File: src/rtl/bit_perm_stream_if.sv
// Valid/ready stream bundle for bit_perm_stream. The slave modport is the unit's view
// and the master modport is the view of whatever drives it.
interface bit_perm_stream_if #(
  parameter int unsigned LANE_W = 8,
  parameter int unsigned LANES  = 8,
  parameter int unsigned CNT_W  = 16
);
  localparam int unsigned W = LANE_W * LANES;

  logic             in_valid;
  logic             in_ready;
  logic [W-1:0]     in_data;
  logic [2:0]       in_mode;
  logic             out_valid;
  logic             out_ready;
  logic [W-1:0]     out_data;
  logic             out_mode_err;
  logic [CNT_W-1:0] beat_cnt;

  modport master (
    output in_valid, in_data, in_mode, out_ready,
    input  in_ready, out_valid, out_data, out_mode_err, beat_cnt
  );

  modport slave (
    input  in_valid, in_data, in_mode, out_ready,
    output in_ready, out_valid, out_data, out_mode_err, beat_cnt
  );
endinterface

File: src/rtl/bit_perm_stream.sv
// Streaming bit-permutation unit: pass, lane reverse, in-lane and full bit reverse, with a
// two-entry output/skid buffer. Defining BIT_PERM_TRANSPOSE_EN adds the mode-100 transpose.
module bit_perm_stream #(
  parameter int unsigned LANE_W = 8,
  parameter int unsigned LANES  = 8,
  parameter int unsigned CNT_W  = 16
) (
  input logic              clk,
  input logic              rst,
  bit_perm_stream_if.slave s_if
);
  localparam int unsigned W = LANE_W * LANES;

  // State bits are literally {out_valid, skid_valid}, so both handshake outputs are flops.
  typedef enum logic [1:0] {
    EMPTY = 2'b00,
    ONE   = 2'b10,
    FULL  = 2'b11
  } state_e;

  state_e           state_q, state_d;
  logic [W-1:0]     out_data_q, out_data_d;
  logic             out_err_q, out_err_d;
  logic [W-1:0]     skid_data_q, skid_data_d;
  logic             skid_err_q, skid_err_d;
  logic [CNT_W-1:0] cnt_q, cnt_d;

  logic [W-1:0]     perm_data_c;
  logic             perm_err_c;
  logic             accept_c;
  logic             deliver_c;

`ifdef BIT_PERM_TRANSPOSE_EN
  if (LANE_W != LANES) begin : g_bad_cfg
    $error("bit_perm_stream: transpose requires LANE_W == LANES");
  end
`endif

  // Permutation network on the input side.
  always_comb begin
    perm_data_c = s_if.in_data;
    perm_err_c  = 1'b0;
    case (s_if.in_mode)
      3'b000: ;
      3'b001: begin
        for (int k = 0; k < LANES; k++) begin
          perm_data_c[k*LANE_W +: LANE_W] = s_if.in_data[(LANES-1-k)*LANE_W +: LANE_W];
        end
      end
      3'b010: begin
        for (int k = 0; k < LANES; k++) begin
          for (int b = 0; b < LANE_W; b++) begin
            perm_data_c[k*LANE_W+b] = s_if.in_data[k*LANE_W+LANE_W-1-b];
          end
        end
      end
      3'b011: begin
        for (int i = 0; i < W; i++) begin
          perm_data_c[i] = s_if.in_data[W-1-i];
        end
      end
`ifdef BIT_PERM_TRANSPOSE_EN
      3'b100: begin
        for (int r = 0; r < LANES; r++) begin
          for (int c = 0; c < LANE_W; c++) begin
            perm_data_c[r*LANE_W+c] = s_if.in_data[c*LANE_W+r];
          end
        end
      end
`endif
      default: perm_err_c = 1'b1;
    endcase
  end

  assign accept_c  = s_if.in_valid & ~state_q[0];
  assign deliver_c = state_q[1] & s_if.out_ready;

  always_ff @(posedge clk) begin
    if (rst) begin
      state_q <= EMPTY;
    end else begin
      state_q <= state_d;
    end
  end

  always_comb begin
    state_d = state_q;
    case (state_q)
      EMPTY:   if (accept_c) state_d = ONE;
      ONE: begin
        if (accept_c && !deliver_c)      state_d = FULL;
        else if (!accept_c && deliver_c) state_d = EMPTY;
      end
      FULL:    if (deliver_c) state_d = ONE;
      default: state_d = EMPTY;
    endcase
  end

  // Steering: new beats go to the output register when it is free or draining, else to skid.
  always_comb begin
    out_data_d  = out_data_q;
    out_err_d   = out_err_q;
    skid_data_d = skid_data_q;
    skid_err_d  = skid_err_q;
    cnt_d       = cnt_q;
    if (deliver_c) cnt_d = cnt_q + CNT_W'(1);
    case (state_q)
      EMPTY: begin
        if (accept_c) begin
          out_data_d = perm_data_c;
          out_err_d  = perm_err_c;
        end
      end
      ONE: begin
        if (accept_c && deliver_c) begin
          out_data_d = perm_data_c;
          out_err_d  = perm_err_c;
        end else if (accept_c) begin
          skid_data_d = perm_data_c;
          skid_err_d  = perm_err_c;
        end
      end
      FULL: begin
        if (deliver_c) begin
          out_data_d = skid_data_q;
          out_err_d  = skid_err_q;
        end
      end
      default: ;
    endcase
  end

  always_ff @(posedge clk) begin
    if (rst) begin
      out_data_q  <= '0;
      out_err_q   <= 1'b0;
      skid_data_q <= '0;
      skid_err_q  <= 1'b0;
      cnt_q       <= '0;
    end else begin
      out_data_q  <= out_data_d;
      out_err_q   <= out_err_d;
      skid_data_q <= skid_data_d;
      skid_err_q  <= skid_err_d;
      cnt_q       <= cnt_d;
    end
  end

  assign s_if.in_ready     = ~state_q[0];
  assign s_if.out_valid    = state_q[1];
  assign s_if.out_data     = out_data_q;
  assign s_if.out_mode_err = out_err_q;
  assign s_if.beat_cnt     = cnt_q;

endmodule

File: src/flat_wrapper.sv
// flat-port wrapper written by rule: the top's interface ports become plain ports
module bit_perm_stream_flat 
#(
  parameter int unsigned LANE_W = 8,
  parameter int unsigned LANES  = 8,
  parameter int unsigned CNT_W  = 16
)
  (clk, rst, s_if_in_valid, s_if_in_data, s_if_in_mode, s_if_out_ready, s_if_in_ready, s_if_out_valid, s_if_out_data, s_if_out_mode_err, s_if_beat_cnt);
  bit_perm_stream_if #(.LANE_W(LANE_W), .LANES(LANES), .CNT_W(CNT_W)) s_if_i ();
  input logic clk;
  input logic rst;
  input wire logic [$bits(s_if_i.in_valid)-1:0] s_if_in_valid;
  input wire logic [$bits(s_if_i.in_data)-1:0] s_if_in_data;
  input wire logic [$bits(s_if_i.in_mode)-1:0] s_if_in_mode;
  input wire logic [$bits(s_if_i.out_ready)-1:0] s_if_out_ready;
  output wire logic [$bits(s_if_i.in_ready)-1:0] s_if_in_ready;
  output wire logic [$bits(s_if_i.out_valid)-1:0] s_if_out_valid;
  output wire logic [$bits(s_if_i.out_data)-1:0] s_if_out_data;
  output wire logic [$bits(s_if_i.out_mode_err)-1:0] s_if_out_mode_err;
  output wire logic [$bits(s_if_i.beat_cnt)-1:0] s_if_beat_cnt;
  assign s_if_i.in_valid = s_if_in_valid;
  assign s_if_i.in_data = s_if_in_data;
  assign s_if_i.in_mode = s_if_in_mode;
  assign s_if_i.out_ready = s_if_out_ready;
  assign s_if_in_ready = s_if_i.in_ready;
  assign s_if_out_valid = s_if_i.out_valid;
  assign s_if_out_data = s_if_i.out_data;
  assign s_if_out_mode_err = s_if_i.out_mode_err;
  assign s_if_beat_cnt = s_if_i.beat_cnt;
  bit_perm_stream #(.LANE_W(LANE_W), .LANES(LANES), .CNT_W(CNT_W)) u_core (.clk(clk), .rst(rst), .s_if(s_if_i));
endmodule
File: config.mk
export PLATFORM = sky130hd
export DESIGN_NAME = bit_perm_stream_flat
export DESIGN_NICKNAME = d
export VERILOG_FILES = /design/src/rtl/bit_perm_stream_if.sv /design/src/rtl/bit_perm_stream.sv /design/src/flat_wrapper.sv
export SDC_FILE = /design/constraint.sdc
export NUM_CORES = 1
export LEC_CHECK = 0
export BUFFER_PORTS_ARGS = -buffer_cell sky130_fd_sc_hd__clkbuf_2
export CORE_AREA = 2 2 146 148
export CTS_CLUSTER_DIAMETER = 150
export DETAILED_ROUTE_END_ITERATION = 8
export DIE_AREA = 0 0 148 150
export HOLD_SLACK_MARGIN = 0.02
export PLACE_DENSITY = 0.67
export SLEW_MARGIN = 10
export SYNTH_ARGS = -nofsm -noshare
export SYNTH_HDL_FRONTEND = slang
export SYNTH_SLANG_ARGS = --single-unit
File: constraint.sdc
create_clock -name clk -period 3.02 [get_ports clk]
set_input_delay 0.906 -clock clk [delete_from_list [all_inputs] [get_ports clk]]
set_output_delay 0.906 -clock clk [all_outputs]
set_load 0.01 [all_outputs]
=== Yosys cells after proc, flatten, opt, wreduce, memory -nomap -nowiden ===
Index checks and enable logic that the tools add are counted.

* Logic and storage cells: 47
* ROM bits: 0
* RAM bits: 0
* Bits in latches: 0
* Memories: 0
* Register bits: 148
* Input port bits: 71

* Magnitude comparators: 0
* Div/mod/pow operators: 0
* Bitwise logic cells: 4
* Muxes and demuxes: 15
* Shifts and indexed selects: 0
* Reduce and logical (&&, ||, !) cells: 12
* Multiply operators: 0
* Equality and inequality tests: 9
* Add/sub/neg operators: 1

{| class="wikitable"
|+ Operators by type and width
! operator !! count
|-
| $pmux W64 S3 || 2
|-
| $mux W64 || 3
|-
| $add A16 B1 Y16 const B || 1
|-
| $mux W2 || 4
|-
| $eq A3 B2 Y1 const B || 2
|-
| $ne A2 B1 Y1 const B || 3
|-
| $pmux W2 S3 || 1
|-
| $reduce_and A3 Y1 || 2
|-
| $eq A2 B2 Y1 const B || 2
|-
| $mux W1 || 4
|-
| $reduce_and A4 Y1 || 1
|-
| $reduce_or A4 Y1 || 1
|-
| $eq A3 B1 Y1 const B || 1
|-
| $logic_and A1 B1 Y1 || 3
|-
| $logic_not A3 Y1 || 1
|-
| $ne A3 B1 Y1 const B || 1
|-
| $pmux W1 S3 || 1
|-
| $reduce_bool A3 Y1 || 1
|-
| $and A1 B1 Y1 || 2
|-
| $logic_not A1 Y1 || 2
|-
| $logic_not A2 Y1 || 1
|-
| $not A1 Y1 || 2
|}

=== Depth between registers and ports, before layout ===
* Word-level depth: 7
* Depth in mapped cells: 7
* Mapped depth without buffers: 5

=== Least setup slack after synthesis ===
No wires, ideal clock.

* Kind: input to register
* Start: input s_if_in_mode[1]
* End: register u_core.out_data_q[17] (netlist: u_core.s_if.out_data[17])
* Arrival time: 1911 ps
* Path slack: 992 ps
* Cell stages on the path: 6
* Setup time: 117 ps
* Path buffers: 2
* Cells stage by stage: nor2b_1 clkbuf_1 clkbuf_1 a211oi_1 a22oi_1 o2bb2ai_1

* Longest elaborated chain between the ends: 4
* Elaborated cells between the ends (all ways): 7

{| class="wikitable"
|+ Ends and longest elaborated chain
! what !! RTL line !! source
|-
| from (decl) || flat_wrapper.sv:14 || <nowiki>input wire logic [$bits(s_if_i.in_mode)-1:0] s_if_in_mode;</nowiki>
|-
| $eq A3 B2 Y1 / $eq A3 B1 Y1 (equally long branches) || bit_perm_stream.sv:43 || <nowiki>case (s_if.in_mode)</nowiki>
|-
| $pmux W64 S3 * || bit_perm_stream.sv:43 ||
|-
| $mux W64, on equally long branches || bit_perm_stream.sv:115, bit_perm_stream.sv:109 ||
|-
| $pmux W64 S3 * || bit_perm_stream.sv:107 || <nowiki>case (state_q)</nowiki>
|-
| to (signal assigned) || bit_perm_stream.sv:141 || <nowiki>out_data_q <= out_data_d;</nowiki>
|-
| to (decl) || bit_perm_stream.sv:22 || <nowiki>logic [W-1:0] out_data_q, out_data_d;</nowiki>
|}

Every way passes the cells marked *; elsewhere a longest branch is shown, timed or not. The select of a mux whose other input is x is not followed.
A chain may end at the register's enable or synchronous reset.

=== Final worst setup path ===
* Start: register u_core.state_q[1]
* End: register u_core.out_data_q[49] (netlist: u_core.s_if.out_data[49])

* Longest elaborated chain between the ends: 4
* Elaborated cells between the ends (all ways): 11

{| class="wikitable"
|+ Ends and longest elaborated chain
! what !! RTL line !! source
|-
| from (decl) || bit_perm_stream.sv:21 || <nowiki>state_e state_q, state_d;</nowiki>
|-
| from (signal assigned) || bit_perm_stream.sv:82 || <nowiki>state_q <= state_d;</nowiki>
|-
| $and A1 B1 Y1 || bit_perm_stream.sv:76 || <nowiki>assign deliver_c = state_q[1] & s_if.out_ready;</nowiki>
|-
| $logic_and A1 B1 Y1 || bit_perm_stream.sv:115 || <nowiki>if (accept_c && deliver_c) begin</nowiki>
|-
| $ne A2 B1 Y1 (no source line) || - ||
|-
| $reduce_and A4 Y1 (no source line) || - ||
|}

Several ways; a longest one is shown, not always the timed one.

==> results_dict.tcl <==
set metrics [dict create \
    area_growth_pct 16.87 \
    swShare 0.3411 \
    ctsHoldBuffers 0 \
    combPwrFrac 0.291 \
    tightest_slew_ps 787.2 \
    p_switching_w 0.002439 \
    timing.final.crit_period_ps 2273 \
    cts.sinks 148 \
    synth-xor-area-share 0.01059 \
    slew_headroom 0.4752 \
    vias 8713 \
    instances_no_fill 1487 \
    synthDistinctLibCells 37 \
    die_area_um2 22200 \
    startpoint_type "register" \
    hold_viol_final 0 \
    synthMuxAreaShare 0.07630 \
    setup-violations-final 0 \
    max_cap_violations 0 \
    gr-total-overflow 0 \
    ys_seq_area_frac 0.3255 \
    crit_arrival_ps 2570 \
    skew_ps 7.273 \
    drive_gt1_frac 0.1742 \
    synth_fa_ha_area_frac 0.008249 \
    synth.most_common_cell "dfxtp_1" \
    drt_pass1_iterations 6 \
    dieWidth_um 148 \
    io_buffer_count 153 \
    clk_path_buf_depth 2 \
    grt_usage 0.2393 \
    synth_top_family_by_area "compound AO/OA/AOI/OAI gates" \
    globalplace.congestion 0.9181 \
    synthFlopType "dfxtp_1" \
    final.period_utilization 0.7525 \
    pwr-share-seq 0.380 \
    path_clk_slew_ps 60 \
    ys_warn_count 0 \
    cp.required_ps 3320 \
    p_per_area_nw_per_um2 672.1 \
    die_h_um 150 \
    syn_nets 1193 \
    finalSetupTns_ps 0 \
    synth_cells 1116 \
    synth-edff-count 0 \
    drtAntennaViolNets 0 \
    final_util 0.5141 \
    reg2reg_slack_ps 750 \
    yosys.area.top_type "dfxtp_1" \
    cts_htree_levels 4 \
    synth_compound_area_frac 0.3029 \
    rsz0062_at_grt "false" \
    grt_max_degree 130 \
    cts-root-buf "clkbuf_16" \
    ys_ff_latch 148 \
    internal-power_w 0.004710 \
    total_leakage_power_nw 4.254 \
    status "complete, no violations" \
    rr_endpoint "u_core.s_if.out_data[49]" \
    fp-row-count 53 \
    drc 0 \
    nets 1276 \
    cts_tree "built" \
    postCtsSetupBuffers 0 \
    insertion_delay_ps 430 \
    critPathKind "reg -> reg" \
    synthArstFlopShare 0 \
    dpl.cell_count 1455 \
    crit_path_end_kind "register" \
    grt_pass1_vias 7738 \
    cp-startpoint "u_core.state_q[1]" \
    syn_avg_cell_area_um2 8.155 \
    detail_route.wl_per_cell_um 18.09 \
    grt_antenna_before_repair 1 \
    postCtsResizedCells 0 \
    place_hpwl_um 16750 \
    crit_path_end "u_core.s_if.out_data[49]" \
    hold_class "reg -> reg" \
    core_area_um2 20690 \
    clkPwrFrac 0.329 \
    routed_wl_um 26900 \
    fmax_mhz 440.0 \
    drt_iter0_drc 829 \
    synth_area_leaders "dfxtp_1, a21oi_1, mux2i_1" \
    r2r_start "u_core.state_q[1]" \
    start_util 0.4399 \
    cp_max_fo 64 \
    vdd_drop_max_uv 363.1 \
    io_pins 154 \
    slew_viol_final 0 \
    synthTopCellsByCount "dfxtp_1, a21oi_1, nor2_1" \
    grt_pass1_wl_um 42790 \
    route.detailed.vias_per_inst 5.859 \
    cts_made_buffers 17 \
    yosysTopAreaCellShare 0.3255 \
    worst_r2r_path_depth 6 \
    netlist_area_um2 9101 \
    synthSimpleGateAreaFrac 0.2164 \
]
stage by stage:
| stage | hold slack [ps] | cell area (um^2) | setup WS, ps | power, W |
|---|---|---|---|---|
| 5_1_grt | 470.1 | 10630 | 570.6 | 0.007555 |
| 6_report | 450.3 | 10640 | 747.3 | 0.007149 |
| 3_3_place_gp | 438.3 | 9987 | 586.6 | 0.004798 |
| 3_5_place_dp | 443.6 | 9987 | 515.1 | 0.004826 |
| 4_1_cts | 452.1 | 10630 | 725.8 | 0.007201 |
| 2_1_floorplan | 432.3 | 9101 | 992.2 | 0.004065 |
worst min path at each step:
stage                      startpoint                      to  slack (ps)  depth (start not counted)
6_report       u_core.skid_data_q[58]  u_core.skid_data_q[58]         450                          2
5_1_grt        u_core.skid_data_q[13]  u_core.skid_data_q[13]         470                          2
4_1_cts        u_core.skid_data_q[16]  u_core.skid_data_q[16]         450                          2
3_5_place_dp   u_core.skid_data_q[58]  u_core.skid_data_q[58]         440                          2
3_3_place_gp   u_core.skid_data_q[43]  u_core.skid_data_q[43]         440                          2
2_1_floorplan  u_core.skid_data_q[36]  u_core.skid_data_q[36]         430                          2
critical path: stages, from the launching register on:
cell	delay [ps]
dfxtp_1	570
inv_1	150
ha_1	270
a221oi_4	430
a21oi_4	90
buf_4	370
o2bb2ai_1	230
power groups by stage:
stage / clock, W / sequential (W) / combinational, W
after global placement: 0 / 0.00276 / 0.00204
final: 0.00235 / 0.00272 / 0.00208
after floorplan: 0 / 0.00281 / 0.00125
after global routing: 0.00249 / 0.00277 / 0.00229
after CTS: 0.00239 / 0.00272 / 0.00209
after detailed placement: 0 / 0.00275 / 0.00208
metal layers:
metal | vias to the layer above | GRT usage | share of wire
li1 | 4299 | - | -
met1 | 4090 | 0.3474 | 0.48
met2 | 290 | 0.3569 | 0.44
met3 | 34 | 0.04543 | 0.063
met4 | 0 | 0.07524 | 0.020
met5 | - | 0 | 0
cell families after synthesis:
group,Yosys count
flops,148
fa+ha+maj,6
simple gates,373
xor+xnor,11
mux,69
buf+inv,110
compound gates,399
placed cells by master (no fill, tap or decap), drive strengths merged, types with 3 or more instances in the layout:
cell / instances
clkinvlp: 4
dfxtp: 148
xnor2: 4
a211oi: 64
nor3b: 65
and3: 3
nor2b: 68
ha: 6
buf: 20
nand3: 70
a21oi: 135
bufinv: 5
o21bai: 64
nor2: 78
xor2: 7
clkbuf: 168
a22oi: 64
clkinv: 4
nand2: 73
or3: 3
inv: 4
nand4: 6
mux2: 3
o2bb2ai: 64
and4: 3
o21ai: 3
mux2i: 66
sequential cells by signal (all words and copies together) (netlist names):
register / count
u_core.s_if.beat_cnt: 16
u_core.s_if.out_data: 64
u_core.s_if.out_mode_err: 1
u_core.skid_data_q: 64
u_core.skid_err_q: 1
u_core.state_q: 2
final cells by class:
class / instances / area, um^2
Antenna cell: 1 / 2.502
Clock buffer: 18 / 439.2
Fill cell: 1987 / 10050
Inverter: 4 / 15.01
Timing Repair Buffer: 170 / 1040
Clock inverter: 13 / 207.7
Tap cell: 275 / 344.1
Sequential cell: 148 / 2963
Multi-Input combinational cell: 858 / 5625
No activity file was read; power rests on OpenSTA's default activity.
